File: config.mk
export PLATFORM = sky130hd
export DESIGN_NAME = toggle_event_decoder
export DESIGN_NICKNAME = d
export VERILOG_FILES = /design/src/rtl/toggle_event_decoder.sv
export SDC_FILE = /design/constraint.sdc
export NUM_CORES = 1
export LEC_CHECK = 0
export CORE_ASPECT_RATIO = 1.25
export CORE_MARGIN = 10
export CORE_UTILIZATION = 49
export DETAILED_ROUTE_END_ITERATION = 6
export PLACE_DENSITY = 0.8
export REMOVE_ABC_BUFFERS = 1
export SLEW_MARGIN = 5
export SYNTH_ARGS = -nofsm -noshare
export SYNTH_HDL_FRONTEND = slang
export SYNTH_SLANG_ARGS = --single-unit
File: constraint.sdc
create_clock -name clk -period 2.3 [get_ports clk]
set_input_delay 0.46 -clock clk [delete_from_list [all_inputs] [get_ports clk]]
set_output_delay 0.46 -clock clk [all_outputs]
set_load 0.01 [all_outputs]
File: src/rtl/toggle_event_decoder.sv
`default_nettype none
// ============================================================================
// Module      : toggle_event_decoder
// Description : Receive side of a toggle-encoded event line. Recovers event
//               pulses, queues them behind valid/ready and counts them.
// Revision    : 1.0 - initial release
// ============================================================================
module toggle_event_decoder #(
    parameter int SYNC_STAGES = 2,
    parameter int PEND_W      = 4,
    parameter int CNT_W       = 8
) (
    input  logic              clk,
    input  logic              rst_n,
    input  logic              tog_in,
    input  logic              evt_ready,
    input  logic              clr_cnt,
    output logic              level_out,
    output logic              evt_pulse,
    output logic              evt_valid,
    output logic [PEND_W-1:0] pend_cnt,
    output logic [CNT_W-1:0]  total_cnt,
    output logic              overflow,
    output logic              armed
);

    localparam int                 c_ARM_W    = $clog2(SYNC_STAGES + 1) + 1;
    localparam logic [c_ARM_W-1:0] c_ARM_LAST = c_ARM_W'(SYNC_STAGES);
    localparam logic [PEND_W-1:0]  c_PEND_MAX = '1;

    typedef enum logic [0:0] {
        ST_ARM = 1'b0,
        ST_RUN = 1'b1
    } state_t;

    state_t               r_state;
    state_t               w_state_nxt;
    logic [SYNC_STAGES-1:0] r_sync;
    logic [c_ARM_W-1:0]   r_arm_cnt;
    logic                 r_prev;
    logic                 r_level;
    logic                 r_pulse;
    logic                 r_ovf;
    logic [PEND_W-1:0]    r_pend;
    logic [CNT_W-1:0]     r_total;
    logic                 w_s;
    logic                 w_event;
    logic                 w_accept;
    logic                 w_pend_full;

    assign w_s         = r_sync[SYNC_STAGES-1];
    assign w_event     = (r_state == ST_RUN) && (w_s != r_prev);
    assign w_accept    = evt_valid & evt_ready;
    assign w_pend_full = (r_pend == c_PEND_MAX);

    always_ff @(posedge clk) begin
        if (!rst_n) begin
            r_state <= ST_ARM;
        end else begin
            r_state <= w_state_nxt;
        end
    end

    // ARM lets the synchroniser and prev register settle on the line level
    // present at reset release so it is not mistaken for an event.
    always_comb begin
        w_state_nxt = r_state;
        case (r_state)
            ST_ARM:  if (r_arm_cnt == c_ARM_LAST) w_state_nxt = ST_RUN;
            ST_RUN:  w_state_nxt = ST_RUN;
            default: w_state_nxt = ST_ARM;
        endcase
    end

    always_ff @(posedge clk) begin
        if (!rst_n) begin
            r_sync    <= '0;
            r_arm_cnt <= '0;
            r_prev    <= 1'b0;
            r_level   <= 1'b0;
            r_pulse   <= 1'b0;
        end else begin
            r_sync  <= {r_sync[SYNC_STAGES-2:0], tog_in};
            r_prev  <= w_s;
            r_level <= w_s;
            r_pulse <= w_event;
            if (r_state == ST_ARM) begin
                r_arm_cnt <= r_arm_cnt + 1'b1;
            end
        end
    end

    // A same-cycle accept cancels the new event, so a full queue only drops
    // when nothing leaves it.
    always_ff @(posedge clk) begin
        if (!rst_n) begin
            r_pend  <= '0;
            r_ovf   <= 1'b0;
            r_total <= '0;
        end else begin
            if (w_event && !w_accept) begin
                if (!w_pend_full) begin
                    r_pend <= r_pend + 1'b1;
                end
            end else if (!w_event && w_accept) begin
                r_pend <= r_pend - 1'b1;
            end

            if (clr_cnt) begin
                r_ovf   <= 1'b0;
                r_total <= '0;
            end else begin
                if (w_event && !w_accept && w_pend_full) begin
                    r_ovf <= 1'b1;
                end
                if (w_event) begin
                    r_total <= r_total + 1'b1;
                end
            end
        end
    end

    assign level_out = r_level;
    assign evt_pulse = r_pulse;
    assign evt_valid = (r_pend != '0);
    assign pend_cnt  = r_pend;
    assign total_cnt = r_total;
    assign overflow  = r_ovf;
    assign armed     = (r_state == ST_RUN);

endmodule
`default_nettype wire

* Word level (Yosys, flattened, before mapping)
Cells that the tools add are included.
** Word-level totals
- Bits in registers :: 21
- Input port bits :: 5
- Word-level logic and storage cells :: 34
** Operators by class
- Add/sub/neg operators :: 4
- Eq/ne operators :: 4
- Mux-type cells :: 5
- Bitwise logic cells :: 3
- Reductions and logical operators :: 10
** Operator list (count)
- $mux W4 :: 3
- $add A8 B1 Y8 const B :: 1
- $add A4 B1 Y4 const B :: 1
- $eq A4 B4 Y1 const B :: 1
- $logic_and A1 B1 Y1 :: 4
- $reduce_bool A4 Y1 :: 1
- $sub A4 B1 Y4 const B :: 1
- $add A3 B1 Y3 const B :: 1
- $eq A3 B2 Y1 const B :: 1
- $logic_not A1 Y1 :: 2
- $ne A2 B2 Y1 const B :: 1
- $not A1 Y1 :: 2
- $pmux W1 S2 :: 1
- $reduce_and A2 Y1 :: 1
- $reduce_bool A2 Y1 :: 1
- $reduce_or A2 Y1 :: 1
- $and A1 B1 Y1 :: 1
- $mux W1 :: 1
- $ne A1 B1 Y1 :: 1

* Logic depth before layout (Yosys ltp)
- Depth in word-level cells :: 6
- Depth in mapped cells :: 9

* Worst setup path before layout
OpenSTA, ideal clock, no wires.
- Kind :: reg-to-reg
- From :: register, netlist name level_out
- To :: register r_pend[2], in the netlist pend_cnt[2]
- Data arrival time :: 2.062 ns
- Required time :: 2.175 ns
- Slack :: 0.113 ns
- Cell stages (with the launch flop) :: 10
- Path buffers :: 1
- Clock period less this slack :: 2.187 ns
- Cell sequence :: dfxtp_1 > xor2_2 > and2_1 > clkbuf_2 > nand2_1 > fa_1 > xor2_1 > mux2_2 > o21ai_0 > a31oi_1
** RTL lines
- end signal: assignment :: line 103 : r_pend <= r_pend + 1'b1;
- end signal: assignment :: line 106 : r_pend <= r_pend - 1'b1;
- end: declaration :: line 44 : logic [PEND_W-1:0] r_pend;

* Worst setup path after layout
- From :: register r_pend[0], in the netlist pend_cnt[0]
- To :: output evt_valid
** Between the ends
- Cells in the longest elaborated chain, start to end :: 1
** RTL lines
- $reduce_bool A4 Y1 :: line 125 : assign evt_valid = (r_pend != '0);
- end: declaration :: line 20 : output logic evt_valid,
Every way passes these cells.

==> run_results.csv <==
group,metric,value,unit
sta,rsz0062_at_grt,"no",
yosys,yosys.area.top_type,"dfxtp_1",
worst_setup_path,path_cells,"buf_4 > or4_1 > dlygate4sd2_1",
status,status,"finished clean",
worst_setup_path,critPathCapture,"evt_valid",
power_and_ir_drop,p_total,1.040,mW
worst_setup_path,reg2regPathDepth,7,
yosys,avgSynthCellArea,9.712,sq um
floorplanning,rows,18,
hold_path,hold_path.class,"reg2reg",
global_routing,antenna_found_initial,0,
place,dp_hpwl,1699,um
sta,period_minus_slack,2.147,ns
global_routing,grt_util_met2,18.05,%
yosys,synth_xor_area_share,8.466,%
clocking,cts_made_buffers,3,
detailed_routing,wl_per_cell,13.83,um
sta,hold_viol,0,
sta,relSlewSlack,75.94,%
detailed_routing,firstDrtPassIters,4,
worst_setup_path,crit_start,"pend_cnt[0]",
yosys,ys_seq_elements,21,
worst_setup_path,reg2reg_from,"pend_cnt[1]",
cells_and_area,antenna_cells,0,
floorplanning,die_w,60.80,um
global_routing,grt-busiest-layer,"met2",
sta,finalWorstSetupSlack,0.1527,ns
yosys,ys_types,31,
worst_setup_path,timing.rr.end,"pend_cnt[3]",
floorplanning,dieArea,0.004317,sq mm
worst_setup_path,cpMaxStageDelayCell,"or4_1",
clocking,htreeDepth,1,
place,place_congestion,0.7580,
detailed_routing,drt_iter0_markers,23,
clocking,cts_setup_buffers,0,
run,maxCapViolations,0,
floorplanning,io_pins,22,
sta,fin_skew,0.004353,ns
global_routing,grtUsageMet3,2.857,%
power_and_ir_drop,peakVddDrop,0.5475,mV
worst_setup_path,cp.depth,3,
detailed_routing,antenna_left,0,
worst_setup_path,critPathTopFamily,"simple AND/OR/NAND/NOR gates",
clocking,cts.path.max_buffers,2,
clocking,tritoncts,"yes",
worst_setup_path,required,1.84,ns
cells_and_area,finalNetCount,144,
detailed_routing,vias,819,
worst_setup_path,path_buf_inv,2,
power_and_ir_drop,p_per_area,792.8,mW/mm^2
worst_setup_path,cp_max_fo,8,
floorplanning,initial_core_util,51.45,%
yosys,synth_compound_area_share,10.18,%
yosys,synth-seq-area-share,41.23,%
cells_and_area,utilization,66.16,%
sta,fmax,0.4657,GHz
yosys,synthTopCellsByArea,"dfxtp_1 41%, ha_1 6.1%, and2_1 5.5%",
worst_setup_path,end_kind,"output pin",
worst_setup_path,r2r_slack,0.22,ns
sta,setup_viol,0,
floorplanning,coreArea,0.001982,sq mm
yosys,syn_inst,105,
detailed_routing,drc,0,
clocking,cts_hold_repair.buffers,0,
place,placed_area,0.001284,sq mm
power_and_ir_drop,p_leak,0.5257,nW
global_routing,grt_overflow,0,
clocking,insertion_delay,0.30,ns
yosys,synth_top_area_share,41.23,%
sta,drv_slew,0,
worst_setup_path,path_class,"reg2out",
detailed_routing,viasPerCell,5.388,
cells_and_area,area_growth,28.59,%
yosys,synth_fa_ha_area_share,8.098,%
yosys,muxShareOfSynthArea,6.012,%
cells_and_area,layout-drive-gt1-share,12.12,%
clocking,root_buffer,"clkbuf_4",
cells_and_area,final_cell_mix,"20 x dfxtp_1, 20 x clkdlybuf4s50_1, 9 x and2_1",
clocking,clock_sinks,21,
worst_setup_path,slowest_delay,0.53,ns
yosys,netlist_area,0.001020,sq mm
sta,whs,0.4589,ns
global_routing,grt_max_degree,15,
place,portBuffers,21,
clocking,clk_pin_slew_worst_paths,0.11,ns
worst_setup_path,critPathArrivalTime,1.69,ns
place,dp_worst_setup_slack,-0.08018,ns
cells_and_area,design_area,0.001311,sq mm
yosys,yosys.area_share.simple,24.05,%
global_routing,use_met1,10.67,%
sta,tightest_slew,0.3609,ns
global_routing,grt_pass1_wl,3622,um
worst_setup_path,worstSetupStartpointType,"flop",
floorplanning,dieHeight,71.01,um
global_routing,grt_usage,10.10,%
yosys,synth_top_family_by_area,"simple AND/OR/NAND/NOR gates",
global_routing,grt_pass1_vias,885,
sta,timing.final.crit_share,93.36,%
yosys,ys_warn_count,0,
detailed_routing,wirelength,2102,um
flip-flops by register name, indices dropped and copies added (netlist names):
signal and count:
pend_cnt 4, r_sync 2, total_cnt 8, r_arm_cnt 3, armed 1, overflow 1, evt_pulse 1, level_out 1
through the flow:
| step | std cells | TNS [ns] |
|---|---|---|
| after floorplan | 101 | 0 |
| after global placement | 148 | -0.01035 |
| after detailed placement | 148 | -0.1151 |
| after CTS | 152 | 0 |
| after global routing | 152 | 0 |
| final | 152 | 0 |
worst register-to-register path, stage by stage (launching register included):
cell and delay (ns):
dfxtp_2 0.40, o41ai_4 0.35, nand2_1 0.17, ha_1 0.30
a21o_1 0.17, a21oi_1 0.19, mux2i_1 0.25, mux2i_1 0.19
layer usage:
layer,routed length (um),share of wire (%),up-vias
li1,-,-,419
met1,915,44,375
met2,1014,48,21
met3,152,7.2,4
met4,19,0.90,0
met5,0,0,-
worst min-delay path by stage:
stage	cells past startpoint	start	slack (ns)	endpoint
floorplan	1	r_sync[0]	0.41	r_sync[1]
global placement	1	r_sync[0]	0.42	r_sync[1]
detailed placement	1	r_sync[0]	0.44	r_sync[1]
CTS	1	r_sync[0]	0.47	r_sync[1]
global route	1	r_sync[0]	0.48	r_sync[1]
finish	1	r_sync[0]	0.46	r_sync[1]
report_power, final:
group          switching, mW  total [mW]  internal, mW
sequential            0.0579       0.468         0.410
combinational          0.177       0.397         0.221
clock                  0.109       0.174        0.0649
total                  0.344        1.04         0.696
area by class of cell:
cell class / count / area (sq um)
tap: 20 / 25.02
inverter: 1 / 3.754
fill: 175 / 670.6
clock buffer: 3 / 22.52
sequential: 21 / 421.7
multi-input combinational: 79 / 579.3
timing repair buffer: 27 / 254.0
clock inverter: 1 / 5.005
repair_timing:
| item | 4_1_cts | 5_1_grt |
|---|---|---|
| pin swaps | 0 | 0 |
| endpoints found under the setup margin | 1 | 1 |
| gates cloned | 0 | 0 |
| gates resized for setup | 1 | 1 |
cell families (layout without fill, tap and decap cells):
kind of cell               Yosys count  in the layout
muxes                                6              6
AOI/OAI and AO/OA                   14             14
buffers and inverters                5             32
DFF                                 21             21
and+or+nand+nor                     44             44
adders and majority gates            6              6
xor gates and xnor gates             9              9
Yosys cell counts:
| cell | number |
|---|---|
| a21o_1 | 1 |
| a21o_2 | 1 |
| a21oi_1 | 3 |
| a31oi_1 | 2 |
| and2_1 | 9 |
| and2_4 | 1 |
| and3_1 | 1 |
| and4_1 | 2 |
| buf_1 | 1 |
| clkbuf_1 | 2 |
| clkbuf_2 | 1 |
| dfxtp_1 | 21 |
| fa_1 | 1 |
| ha_1 | 5 |
| inv_1 | 1 |
| mux2_2 | 1 |
| mux2i_1 | 5 |
| nand2_1 | 7 |
| nand2b_1 | 4 |
| nand3_1 | 3 |
| nand4_1 | 6 |
| nor2_1 | 7 |
| nor2b_1 | 1 |
| o21a_1 | 1 |
| o21ai_0 | 5 |
| o41ai_4 | 1 |
| or3_1 | 2 |
| or4_1 | 1 |
| xnor2_1 | 3 |
| xor2_1 | 5 |
| xor2_2 | 1 |
Power figures use the tool's default switching activity.
